<file path="config.mk">
export PLATFORM = sky130hd
export DESIGN_NAME = pipe_stage_buf
export DESIGN_NICKNAME = d
export VERILOG_FILES = /design/src/rtl/pipe_pkg.sv /design/src/rtl/pipe_slot.sv /design/src/rtl/pipe_stage_buf.sv
export SDC_FILE = /design/constraint.sdc
export NUM_CORES = 1
export LEC_CHECK = 0
export CAP_MARGIN = 20
export CORE_MARGIN = 2
export CORE_UTILIZATION = 39
export CTS_CLUSTER_DIAMETER = 100
export DETAILED_ROUTE_END_ITERATION = 12
export GPL_TIMING_DRIVEN = 0
export SLEW_MARGIN = 20
export SYNTH_ARGS = -nofsm -noshare
export SYNTH_HDL_FRONTEND = slang
export SYNTH_HIERARCHICAL = 1
export SYNTH_SLANG_ARGS = --single-unit
</file>
<file path="constraint.sdc">
create_clock -name clk -period 2.15 [get_ports clk]
set_clock_uncertainty 0.2 [all_clocks]
set_input_delay 0.43 -clock clk [delete_from_list [all_inputs] [get_ports clk]]
set_output_delay 0.43 -clock clk [all_outputs]
set_load 0.02 [all_outputs]
</file>
<file path="src/rtl/pipe_pkg.sv">
// Shared definitions for all pipeline stage buffers: occupancy encoding and
// the control-vector bit layout every stage packs into in_ctrl.
package pipe_pkg;

    typedef enum logic [1:0] {
        OCC_EMPTY = 2'd0,
        OCC_ONE   = 2'd1,
        OCC_TWO   = 2'd2
    } occ_e;

    // Control vector bit positions, identical at every stage boundary
    localparam int CTRL_WB_EN   = 0;
    localparam int CTRL_MEM_R   = 1;
    localparam int CTRL_MEM_W   = 2;
    localparam int CTRL_B       = 3;
    localparam int CTRL_S       = 4;
    localparam int CTRL_EXE_LSB = 5;
    localparam int CTRL_EXE_W   = 3;
    localparam int CTRL_W_STD   = CTRL_EXE_LSB + CTRL_EXE_W;

endpackage

</file>
<file path="src/rtl/pipe_slot.sv">
// One storage slot of a pipeline stage: W-bit register with load and a
// synchronous clear that wins over load.
module pipe_slot #(
    parameter int W = 8
) (
    input  logic         clk,
    input  logic         rst,
    input  logic         ld,
    input  logic         clr,
    input  logic [W-1:0] d,
    output logic [W-1:0] q
);

    // Slot register: clear beats load, otherwise hold
    always_ff @(posedge clk or negedge rst) begin
        if (!rst) begin
            q <= '0;
        end else if (clr) begin
            q <= '0;
        end else if (ld) begin
            q <= d;
        end
    end

endmodule

</file>
<file path="src/rtl/pipe_stage_buf.sv">
// Parametrised pipeline stage register with valid/ready handshake, optional
// 2-entry skid buffer, synchronous flush, occupancy and saturating stall count.
module pipe_stage_buf
    import pipe_pkg::*;
#(
    parameter int DATA_W = 32,
    parameter int CTRL_W = CTRL_W_STD,
    parameter int SKID   = 1,
    parameter int CNT_W  = 16
) (
    input  logic              clk,
    input  logic              rst,
    input  logic              flush,
    input  logic              in_valid,
    output logic              in_ready,
    input  logic [CTRL_W-1:0] in_ctrl,
    input  logic [DATA_W-1:0] in_data,
    output logic              out_valid,
    input  logic              out_ready,
    output logic [CTRL_W-1:0] out_ctrl,
    output logic [DATA_W-1:0] out_data,
    output logic [1:0]        occupancy,
    output logic [CNT_W-1:0]  stall_cnt
);

    localparam int W = CTRL_W + DATA_W;

    occ_e         state, state_n;
    logic         rdy_q;
    logic         in_fire, out_fire;
    logic         main_ld;
    logic [W-1:0] main_d, main_q, skid_q;

    assign out_valid = (state != OCC_EMPTY);
    assign in_fire   = in_valid & in_ready;
    assign out_fire  = out_valid & out_ready;
    assign occupancy = state;
    assign out_ctrl  = out_valid ? main_q[W-1 -: CTRL_W] : '0;
    assign out_data  = main_q[DATA_W-1:0];

    // Main refills from skid when draining TWO, otherwise from upstream
    assign main_d = (state == OCC_TWO) ? skid_q : {in_ctrl, in_data};

    pipe_slot #(.W(W)) u_main (
        .clk (clk),
        .rst (rst),
        .ld  (main_ld),
        .clr (flush),
        .d   (main_d),
        .q   (main_q)
    );

    generate
        if (SKID != 0) begin : g_skid
            logic skid_ld;

            // Skid captures only when ONE receives a beat without draining
            assign skid_ld  = in_fire & ~out_fire & (state == OCC_ONE);
            assign in_ready = rdy_q;

            pipe_slot #(.W(W)) u_skid (
                .clk (clk),
                .rst (rst),
                .ld  (skid_ld),
                .clr (flush),
                .d   ({in_ctrl, in_data}),
                .q   (skid_q)
            );
        end else begin : g_single
            assign skid_q   = '0;
            assign in_ready = rdy_q & (~out_valid | out_ready);
        end
    endgenerate

    // Occupancy next-state and main-slot load; flush forces EMPTY
    always_comb begin
        state_n = state;
        main_ld = 1'b0;
        unique case (state)
            OCC_EMPTY: begin
                if (in_fire) begin
                    main_ld = 1'b1;
                    state_n = OCC_ONE;
                end
            end
            OCC_ONE: begin
                if (in_fire && out_fire) begin
                    main_ld = 1'b1;
                end else if (in_fire) begin
                    state_n = OCC_TWO;
                end else if (out_fire) begin
                    state_n = OCC_EMPTY;
                end
            end
            OCC_TWO: begin
                if (out_fire) begin
                    main_ld = 1'b1;
                    state_n = OCC_ONE;
                end
            end
            default: state_n = OCC_EMPTY;
        endcase
        if (flush) begin
            state_n = OCC_EMPTY;
        end
    end

    // State register and registered ready; ready rises on the first edge after reset
    always_ff @(posedge clk or negedge rst) begin
        if (!rst) begin
            state <= OCC_EMPTY;
            rdy_q <= 1'b0;
        end else begin
            state <= state_n;
            rdy_q <= (SKID == 0) || (state_n != OCC_TWO);
        end
    end

    // Saturating count of stalled output cycles; only reset clears it
    always_ff @(posedge clk or negedge rst) begin
        if (!rst) begin
            stall_cnt <= '0;
        end else if (out_valid && !out_ready && (stall_cnt != '1)) begin
            stall_cnt <= stall_cnt + CNT_W'(1);
        end
    end

endmodule
</file>
==> impl_metrics.yaml <==
worst_setup_path:
  crit_arrival_ns: 2.11
  critical_path.cell_chain: "ha_4 -> nand4_1 -> or4_4 -> buf_6 -> and2_4 -> mux2_4"
  critical_path.slowest_cell: "dfrtp_1"
  endpoint_kind: "register"
  timing.critical_path.fanout_max: 10
  timing_worst_setup_path_type: "register to register"
  crit_start_category: "register"
  required_arrival_time_at_the_worst_endpoint_ns: 2.17
  critical-path-max-stage-delay_ns: 0.45
logic_synthesis:
  synth-edff-count: 0
  seq_area_frac_synth_pct: 51.4
  synth_ff_type: "dfrtp_1"
  async_reset_ff_share_pct: 100
  yosysUniqueCellTypes: 33
  synth.ff_latch_count: 99
  post_synth_inst_count: 405
  netlist_area_mm2: 0.00482
  synthesis.yosys.warnings: 6
  post_synthesis_area_per_instance_um2: 11.9
  syn_nets: 451
job:
  cap_violations: 0
placement:
  dp_hpwl_mm: 7.25
  place.port_buffers: 104
  place_congestion: 0.816
  place.detailed.instances: 657
grt:
  grt_overflow: 0
  grt_antenna_before_repair: 0
  groute.layer.met2.usage_pct: 27.1
  grt_first_pass_wirelength_mm: 17.8
  grt.met1_usage_pct: 23.2
  grt_most_used_layer: "met2"
  gr-usage-met3_pct: 4.90
  maximum_number_of_pins_on_one_net_before_global_route_repair: 56
  global_route.usage.total_pct: 17.1
  via_count_of_the_first_global_routing_pass: 3592
clocking:
  clock_sink_count: 99
  clock_insertion_delay_at_the_later_pin_of_the_skew_report_ns: 0.34
  max-clock-path-buffers: 2
  clockRootBuffer: "clkbuf_16"
  cts_tree: "built"
  clock_tree.htree_level_count: 3
  cts.reportedPaths.clkPinSlew_ns: 0.06
  tritoncts.num_buffers: 9
power_and_ir_drop:
  power.total_mw: 4.59
  peakVddDrop_uv: 445
  total_leakage_power_nw: 2.79
  powerDensity_mw_per_mm2: 716
timing:
  hold_viol: 0
  timing.final.setup_violations: 0
  max_slew.worst_pin.slew_ns: 0.498
  finalCritPeriodShare_pct: 96.9
  achievable-frequency_mhz: 480
  worst_slew_margin_rel_pct: 66.7
  slew_violations: 0
  final.min_clock_period_ns: 2.08
  unrepaired_setup_endpoints_after_global_routing: "no"
die:
  design.core.area_mm2: 0.0120
  floorplan.die_area_mm2: 0.0133
  floorplan.die.width_um: 115
  ioPinCount: 105
  dieHeight_um: 115
  initial_utilization_pct: 40.1
  num_rows: 40
routing:
  detailedRoute.firstPassIterationCount: 4
  post_drt_via_cell_ratio: 4.97
  drcViolationCount: 0
  routed_wl_mm: 10.5
  detail_route.wl_per_cell_um: 15.6
  detailedRoute.firstIterationViolations: 145
  detailed_route_via_count: 3352
  ant_nets: 0
finish:
  finalCoreUtilization_pct: 53.4
  final_cells: 675
  signed_area_change_from_the_synthesized_netlist_to_the_final_layout_pct: 33.0
  layout.nets: 569
  drive_above_1_share_pct: 18.8
  antenna-diode-count: 0
status:
  run_status: "completed"
hold_path:
  worst_hold_path_type: "register to register"
-- where the power goes --
part	switching, mW	leakage, nW	internal, mW	total (mW)
clock network	0.674	0.135	0.844	1.52
registers	0.124	1.33	1.99	2.11
logic	0.455	1.33	0.505	0.960
total	1.25	2.79	3.34	4.59
-- cell usage in the layout, fill, tap and decap left out, types with 2 or more instances in the layout --
cell type / synthesis / final
a21oi_1: 2 / 2
and3_1: 2 / 2
buf_12: 8 / 9
buf_2: 0 / 6
buf_4: 0 / 2
buf_6: 3 / 4
clkbuf_1: 14 / 9
clkbuf_16: 0 / 9
clkbuf_4: 0 / 3
clkbuf_8: 0 / 3
clkdlybuf4s15_2: 0 / 2
clkdlybuf4s50_1: 0 / 93
clkinv_2: 0 / 2
clkinvlp_4: 0 / 2
dfrtp_1: 99 / 93
dfrtp_2: 0 / 6
inv_1: 4 / 4
mux2_2: 42 / 42
mux2i_1: 81 / 81
nand2_1: 8 / 8
nand3_1: 10 / 10
nand4_1: 5 / 5
nand4b_1: 2 / 2
nor2_1: 85 / 84
nor2b_1: 9 / 9
nor3_1: 2 / 2
nor4_1: 3 / 3
o21a_1: 4 / 4
o22a_1: 2 / 2
xnor2_1: 7 / 7
-- worst paths after layout --
kind | depth (start not counted) | start | endpoint | slack [ns]
hold / removal | 2 | g_skid.u_skid/q[3]$_DFFE_PN0P_ | g_skid.u_skid/q[3]$_DFFE_PN0P_ | 0.31
setup reg to reg | 6 | stall_cnt[1]$_DFFE_PN0P_ | stall_cnt[1]$_DFFE_PN0P_ | 0.07
setup / recovery | 6 | stall_cnt[1]$_DFFE_PN0P_ | stall_cnt[1]$_DFFE_PN0P_ | 0.07
hold reg to reg | 2 | g_skid.u_skid/q[3]$_DFFE_PN0P_ | g_skid.u_skid/q[3]$_DFFE_PN0P_ | 0.31
min in group asynchronous | 2 | rst | g_skid.u_skid/q[12]$_DFFE_PN0P_ | 0.38
max in group asynchronous | 3 | rst | stall_cnt[4]$_DFFE_PN0P_ | 0.73
-- routing by layer --
metal	share of wire [%]	up-vias
met3	5.3	10
met2	46	86
met4	1.1	0
met1	48	1623
met5	0	-
li1	-	1633
-- synthesized netlist by cell type, drive strengths merged (3+ instances only) --
cell / n / area, um^2
buf: 11 / 194
nand2: 8 / 30.0
xnor2: 7 / 61.3
and3: 3 / 20.0
nor4: 3 / 18.8
dfrtp: 99 / 2480
nand4: 6 / 52.6
mux2i: 81 / 811
o21a: 4 / 30.0
nor2b: 9 / 56.3
inv: 4 / 15.0
nand3: 10 / 50.1
nor2: 85 / 319
mux2: 43 / 488
clkbuf: 14 / 52.6
-- logic make-up after synthesis --
kind of cell / Yosys count / share of synthesized area [%]
compound gates: 11 / 1.69
xor+xnor: 8 / 1.45
fa+ha+maj: 1 / 0.260
buf+inv: 29 / 5.43
flops: 99 / 51.4
mux: 124 / 27.0
simple gates: 133 / 12.8
-- cell type report --
class                      instances  area, um^2
clock inverter                     4        25.0
sequential                        99        2480
inverter                           4        15.0
tap                              147         184
clock buffer                      12         256
fill                            1129        5600
buffer                            24         268
timing repair buffer             108        1080
multi-input combinational        277        2100
-- worst max-delay path, delay by kind of cell (launching register included) --
| family | cells | cell delay [ns] |
|---|---|---|
| flip-flops | 1 | 0.45 |
| adder cells (fa/ha/maj) | 1 | 0.19 |
| AND/OR/NAND/NOR | 3 | 0.69 |
| multiplexers | 1 | 0.29 |
| buffers and inverters | 1 | 0.16 |
-- per-stage QoR --
| stage | hold WS, ns | cell area, um^2 | setup TNS, ns | worst slack, ns |
|---|---|---|---|---|
| after global routing | 0.346 | 6410 | 0 | 0.00403 |
| after detailed placement | 0.187 | 6070 | -26.33 | -0.500 |
| after global placement | 0.294 | 6040 | -359.17 | -3.79 |
| after floorplan | -0.0656 | 4820 | 0 | 0.00949 |
| final | 0.314 | 6410 | 0 | 0.0667 |
| after CTS | 0.322 | 6420 | -0.00378 | -0.00378 |
-- registers in the layout (all words and copies together) (netlist names) --
| signal | flops |
|---|---|
| u_main/q | 40 |
| in_ready | 1 |
| g_skid.u_skid/q | 40 |
| stall_cnt | 16 |
| occupancy | 2 |
-- what timing repair did --
action,in CTS,in global routing
pin swaps,1,0
gates resized for setup,42,13
hold endpoints to repair,44,0
endpoints found under the setup margin,49,53
hold buffers,1,0
buffers inserted,2,0
Power figures use the tool's default switching activity.
